===== src/rtl/xor_share_arbiter_if.sv =====
// rtl/xor_share_arbiter_if.sv - requester/response bundle for the shared XOR arbiter
interface xor_share_arbiter_if #(
    parameter int NREQ  = 4,
    parameter int WIDTH = 8
);
    localparam int IDW = $clog2(NREQ);

    logic [NREQ-1:0]       req_valid;
    logic [NREQ*WIDTH-1:0] req_a;
    logic [NREQ*WIDTH-1:0] req_b;
    logic [NREQ-1:0]       req_ready;
    logic                  rsp_valid;
    logic [IDW-1:0]        rsp_id;
    logic [WIDTH-1:0]      rsp_data;
    logic                  rsp_ready;
    logic [15:0]           busy_cnt;

    modport master (
        output req_valid, req_a, req_b, rsp_ready,
        input  req_ready, rsp_valid, rsp_id, rsp_data, busy_cnt
    );

    modport slave (
        input  req_valid, req_a, req_b, rsp_ready,
        output req_ready, rsp_valid, rsp_id, rsp_data, busy_cnt
    );
endinterface


===== src/rtl/xor_share_arbiter.sv =====
// rtl/xor_share_arbiter.sv - round-robin sharing of one registered a^b datapath
module xor_share_arbiter #(
    parameter int NREQ  = 4,
    parameter int WIDTH = 8
) (
    input  logic                  clk,
    input  logic                  reset_n,
    xor_share_arbiter_if.slave    bus
);
    localparam int IDW = $clog2(NREQ);

    typedef enum logic {S_EMPTY, S_FULL} state_t;

    state_t           state, state_next;
    logic [IDW-1:0]   ptr;
    logic [IDW-1:0]   ptr_next;
    logic [IDW-1:0]   grant_idx;
    logic             grant_hit;
    logic [IDW:0]     scan;
    logic             free;
    logic             accept;
    logic [NREQ-1:0]  ready_vec;
    logic [WIDTH-1:0] op_a;
    logic [WIDTH-1:0] op_b;
    logic [IDW-1:0]   rsp_id_q;
    logic [WIDTH-1:0] rsp_data_q;
    logic [15:0]      busy_q;

    // Walk the requesters starting at the pointer; the first valid one wins.
    always_comb begin
        grant_hit = 1'b0;
        grant_idx = '0;
        scan      = '0;
        for (int k = 0; k < NREQ; k++) begin
            scan = {1'b0, ptr} + (IDW+1)'(k);
            if (scan >= (IDW+1)'(NREQ))
                scan = scan - (IDW+1)'(NREQ);
            if (!grant_hit && bus.req_valid[scan[IDW-1:0]]) begin
                grant_hit = 1'b1;
                grant_idx = scan[IDW-1:0];
            end
        end
    end

    assign free   = (state == S_EMPTY) || bus.rsp_ready;
    assign accept = reset_n && free && grant_hit;

    always_comb begin
        ready_vec = '0;
        if (accept)
            ready_vec[grant_idx] = 1'b1;
    end

    assign op_a     = bus.req_a[int'(grant_idx)*WIDTH +: WIDTH];
    assign op_b     = bus.req_b[int'(grant_idx)*WIDTH +: WIDTH];
    assign ptr_next = (grant_idx == IDW'(NREQ-1)) ? '0 : grant_idx + 1'b1;

    always_comb begin
        state_next = state;
        case (state)
            S_EMPTY: if (accept) state_next = S_FULL;
            S_FULL: begin
                if (accept)
                    state_next = S_FULL;
                else if (bus.rsp_ready)
                    state_next = S_EMPTY;
            end
            default: state_next = S_EMPTY;
        endcase
    end

    always_ff @(posedge clk) begin
        if (!reset_n)
            state <= S_EMPTY;
        else
            state <= state_next;
    end

    // Result payload only moves on accept, so it stays put while draining to EMPTY.
    always_ff @(posedge clk) begin
        if (!reset_n) begin
            ptr        <= '0;
            rsp_id_q   <= '0;
            rsp_data_q <= '0;
            busy_q     <= '0;
        end else if (accept) begin
            ptr        <= ptr_next;
            rsp_id_q   <= grant_idx;
            rsp_data_q <= op_a ^ op_b;
            if (busy_q != 16'hFFFF)
                busy_q <= busy_q + 16'd1;
        end
    end

    assign bus.req_ready = ready_vec;
    assign bus.rsp_valid = (state == S_FULL);
    assign bus.rsp_id    = rsp_id_q;
    assign bus.rsp_data  = rsp_data_q;
    assign bus.busy_cnt  = busy_q;
endmodule

===== src/flat_wrapper.sv =====
// flat-port wrapper written by rule: the top's interface ports become plain ports
module xor_share_arbiter_flat 
#(
    parameter int NREQ  = 4,
    parameter int WIDTH = 8
)
  (clk, reset_n, bus_req_valid, bus_req_a, bus_req_b, bus_rsp_ready, bus_req_ready, bus_rsp_valid, bus_rsp_id, bus_rsp_data, bus_busy_cnt);
  xor_share_arbiter_if #(.NREQ(NREQ), .WIDTH(WIDTH)) bus_i ();
  input  logic clk;
  input  logic reset_n;
  input wire logic [$bits(bus_i.req_valid)-1:0] bus_req_valid;
  input wire logic [$bits(bus_i.req_a)-1:0] bus_req_a;
  input wire logic [$bits(bus_i.req_b)-1:0] bus_req_b;
  input wire logic [$bits(bus_i.rsp_ready)-1:0] bus_rsp_ready;
  output wire logic [$bits(bus_i.req_ready)-1:0] bus_req_ready;
  output wire logic [$bits(bus_i.rsp_valid)-1:0] bus_rsp_valid;
  output wire logic [$bits(bus_i.rsp_id)-1:0] bus_rsp_id;
  output wire logic [$bits(bus_i.rsp_data)-1:0] bus_rsp_data;
  output wire logic [$bits(bus_i.busy_cnt)-1:0] bus_busy_cnt;
  assign bus_i.req_valid = bus_req_valid;
  assign bus_i.req_a = bus_req_a;
  assign bus_i.req_b = bus_req_b;
  assign bus_i.rsp_ready = bus_rsp_ready;
  assign bus_req_ready = bus_i.req_ready;
  assign bus_rsp_valid = bus_i.rsp_valid;
  assign bus_rsp_id = bus_i.rsp_id;
  assign bus_rsp_data = bus_i.rsp_data;
  assign bus_busy_cnt = bus_i.busy_cnt;
  xor_share_arbiter #(.NREQ(NREQ), .WIDTH(WIDTH)) u_core (.clk(clk), .reset_n(reset_n), .bus(bus_i));
endmodule

===== config.mk =====
export PLATFORM = sky130hd
export DESIGN_NAME = xor_share_arbiter_flat
export DESIGN_NICKNAME = d
export VERILOG_FILES = /design/src/rtl/xor_share_arbiter_if.sv /design/src/rtl/xor_share_arbiter.sv /design/src/flat_wrapper.sv
export SDC_FILE = /design/constraint.sdc
export NUM_CORES = 1
export LEC_CHECK = 0
export CAP_MARGIN = 10
export CORE_MARGIN = 5
export CORE_UTILIZATION = 42
export DETAILED_ROUTE_END_ITERATION = 10
export HOLD_SLACK_MARGIN = 0.1
export PLACE_DENSITY = 0.86
export SYNTH_ARGS = -nofsm -noshare
export SYNTH_HDL_FRONTEND = slang
export SYNTH_SLANG_ARGS = --single-unit

===== constraint.sdc =====
create_clock -name clk -period 4.3 [get_ports clk]
set_input_delay 0.43 -clock clk [delete_from_list [all_inputs] [get_ports clk]]
set_output_delay 0.43 -clock clk [all_outputs]
set_load 0.1 [all_outputs]

==> impl_metrics.py <==
metrics = {
    "synthesis": {
        "synth_edf_count": 0,
        "synth_top_area_share_pct": 31.0,
        "synthCells": 210,
        "synthTopCellsByArea": "dfxtp_1 31%, xor2_1 15%, mux2i_1 11%, nand3_1 4.8%, o221ai_1 3.7%",
        "synth-seq-area-share_pct": 31.0,
        "ys_types": 38,
        "synth_top_flop_cell": "dfxtp_1",
        "ys_ff_latch": 29,
        "synth_nets": 286,
        "synth-async-reset-ratio_pct": 0,
        "synth_warnings": 0,
        "avgSynthCellArea_um2": 8.91,
        "syn_area_um2": 1870,
        "yosysTopAreaCell": "dfxtp_1",
    },
    "worst_setup_path": {
        "cp_common_cell": "buf_4",
        "critPathMaxFanout": 19,
        "required_ps": 3870,
        "worst_ep_arrival_time_ps": 2360,
        "critPathMaxStageDelay_ps": 480,
        "critical_path.top_delay_family": "buffers and inverters",
        "reg2reg_slack_ps": 2360,
        "cpMaxStageDelayCell": "clkdlybuf4s50_1",
        "crit_type": "in2out",
        "end_kind": "output port",
        "reg2reg_to": "u_core.bus.busy_cnt[15]",
        "rr_worst_depth": 5,
        "r2r-start": "u_core.bus.rsp_valid",
        "critPathBufInv": 4,
        "cp-start-kind": "input port",
        "path_cells": "clkdlybuf4s50_1 -> a21o_1 -> a21oi_1 -> o22a_1 -> buf_4 -> inv_1 -> ha_1 -> and2_1 -> buf_4",
    },
    "floorplanning": {
        "dieHeight_um": 76.7,
        "initial_utilization_pct": 43.3,
        "rows": 24,
        "ios": 102,
        "die_w_um": 76.7,
        "core_um2": 4320,
        "dieArea_um2": 5890,
    },
    "placed_design": {
        "hpwl_um": 4290,
        "dp_cells": 357,
        "numPortBuffers": 101,
        "gp_congestion": 0.815,
    },
    "outcome": {
        "outcome": "complete, no violations",
    },
    "hold_path": {
        "hp-class": "reg2reg",
        "whs_path_depth": 2,
        "whs_endpoint": "u_core.bus.rsp_id[0]",
        "hold_path.startpoint": "u_core.bus.rsp_id[0]",
    },
    "sta": {
        "period_share_pct": 64.9,
        "min_period_ps": 2790,
        "setup_viol": 0,
        "worst_pin_slew_ps": 1030,
        "grt_setup_unrepaired": "no",
        "setup_tns_ps": 0,
        "skew_ps": 3.81,
        "finalHoldViolations": 0,
        "finalMaxSlewViolations": 0,
        "slew_headroom_pct": 31.3,
        "max_freq_mhz": 358,
    },
    "drt": {
        "wire_per_inst_um": 14.2,
        "drc_errors": 0,
        "vias": 1942,
        "via_per_inst": 5.32,
        "ant_nets": 0,
        "drt_wl_total_um": 5190,
        "first_pass_iters": 4,
        "drt_iter0_drc": 159,
    },
    "global_route": {
        "grt_overflow": 0,
        "track_usage_pct": 17.6,
        "grt_pass1_vias": 1987,
        "grt_start_max_net_pins": 20,
        "antenna_found_initial": 0,
        "grt_pass1_wl_um": 8670,
    },
    "cts": {
        "cts_root_buffer": "clkbuf_8",
        "cts_buffer_depth": 2,
        "cts_sinks": 29,
        "cts_made_buffers": 5,
        "cts_tree": "done",
        "htreeDepth": 2,
        "insertion_delay_ps": 280,
        "cts_hold_buf": 0,
        "cts_resized": 0,
        "clk_pin_slew_ps": 50,
        "post_cts_buffers": 0,
    },
    "run": {
        "drv_cap": 0,
    },
    "cells_and_area": {
        "regArea_um2": 581,
        "antenna_cells": 0,
        "fillers": 367,
        "num-nets-final": 388,
        "areaGrowthSynthToFinish_pct": 59.8,
        "finalNonFillerCells": 365,
        "multi_input_area_um2": 1220,
        "layout-drive-gt1-share_pct": 5.43,
    },
    "power": {
        "ir_drop_mv": 0.156,
        "p_leak_nw": 1.18,
        "power_density_nw_per_um2": 344,
    },
}
==> worst register-to-register path: stages (launching register included) <==
cell and delay, ps:
dfxtp_1 310, nand2b_1 130, nand3_1 390, a211o_1 480, or4_1 420, a21oi_1 140
==> synthesized netlist by cell type (2+ instances only) <==
library cell / n
or3_1: 3
and3_4: 2
or4_1: 3
inv_1: 7
nand2_2: 2
nand3_1: 18
nand2b_1: 3
xor2_1: 32
ha_1: 5
and4_1: 2
buf_4: 3
dfxtp_1: 29
a21o_1: 2
nor2_1: 9
a211o_1: 2
nor4_1: 2
o221ai_1: 8
clkbuf_1: 4
xnor2_1: 6
nor3_1: 3
mux2i_1: 20
o21ai_0: 3
and3_1: 3
a21oi_1: 9
a211oi_1: 2
nand2_1: 12
and2_1: 4
o31ai_1: 2
==> per-stage QoR <==
| stage | util (%) | hold slack (ps) | cell area (µm²) | power (mW) | setup WS, ps |
|---|---|---|---|---|---|
| CTS | 69.1 | 479 | 2990 | 1.04 | 1490 |
| finish | 69.1 | 474 | 2990 | 1.03 | 1510 |
| detailed placement | 67.3 | 471 | 2910 | 0.824 | 1440 |
| global placement | 67.3 | 461 | 2910 | 0.819 | 1460 |
| global route | 69.1 | 502 | 2990 | 1.08 | 1380 |
| floorplan | - | 473 | 1870 | 0.668 | 1750 |
==> worst max-delay path by stage <==
stage | startpoint | cells after the start | slack [ps] | to
3_5_place_dp | reset_n | 5 | 1440 | u_core.bus.busy_cnt[15]
3_3_place_gp | reset_n | 5 | 1460 | u_core.bus.busy_cnt[15]
6_report | bus_req_valid[0] | 9 | 1510 | bus_req_ready[0]
5_1_grt | bus_req_valid[0] | 9 | 1380 | bus_req_ready[1]
2_1_floorplan | bus_req_valid[0] | 7 | 1750 | bus_req_ready[2]
4_1_cts | bus_req_valid[0] | 9 | 1490 | bus_req_ready[0]
==> cell type report <==
| type | instances | area share (%) |
|---|---|---|
| Sequential cell | 29 | 19.4 |
| Tap cell | 52 | 2.18 |
| Clock buffer | 8 | 2.68 |
| Timing Repair Buffer | 103 | 34.0 |
| Inverter | 7 | 0.879 |
| Multi-Input combinational cell | 166 | 40.9 |
==> placed cells by master (no fill, tap or decap) <==
cell type        Yosys  final
o22ai_1              1      1
dfxtp_1             29     29
a211oi_1             2      2
nor3_1               3      3
buf_4                3      6
nand2b_1             3      3
o31ai_1              2      2
clkdlybuf4s50_1      0     97
o221ai_1             8      8
o21ai_1              1      1
or4_1                3      3
and3_4               2      2
and3_1               3      3
a21o_1               2      2
ha_1                 5      5
o211ai_1             1      1
a41oi_1              1      1
nand2_2              2      2
xor2_1              32     32
nor2_1               9      9
nand2_1             12     12
o22a_1               1      1
a21oi_1              9      9
nor3_4               1      1
and2_1               4      4
or2_1                1      1
o21ai_0              3      3
nand4b_1             1      1
xnor2_1              6      6
nor4_1               2      2
clkbuf_1             4      3
inv_1                7      7
and4_1               2      2
clkbuf_8             0      5
nand4_2              1      1
or3_1                3      3
nand3_1             18     18
mux2i_1             20     20
a211o_1              2      2
==> cell families (layout without fill, tap and decap cells) <==
logic type / count (synthesis) / in the layout / share of synthesized area (%)
and+or+nand+nor: 70 / 70 / 21.2
xor gates and xnor gates: 38 / 38 / 17.8
AOI/OAI and AO/OA: 33 / 33 / 12.2
DFF: 29 / 29 / 31.0
muxes: 20 / 20 / 10.7
buffers and inverters: 15 / 118 / 3.68
adders and majority gates: 5 / 5 / 3.34
==> report_power, final <==
group | switching (mW) | internal, mW
Sequential | 0.0215 | 0.299
Combinational | 0.325 | 0.172
Clock | 0.0976 | 0.115
Total | 0.444 | 0.586
==> registers in the layout, indices dropped and copies added, names as in the netlist <==
signal / cells
u_core.bus.busy_cnt: 16
u_core.bus.rsp_valid: 1
u_core.ptr: 2
u_core.bus.rsp_id: 2
u_core.bus.rsp_data: 8
==> per-layer routing <==
metal	global-route usage (%)	vias up	part of all wire (%)
met4	6.47	0	1.9
met2	31.2	88	50
met1	19.2	889	39
met5	0	-	0
li1	-	955	-
met3	6.09	10	9.8
No activity file was read; power rests on OpenSTA's default activity.
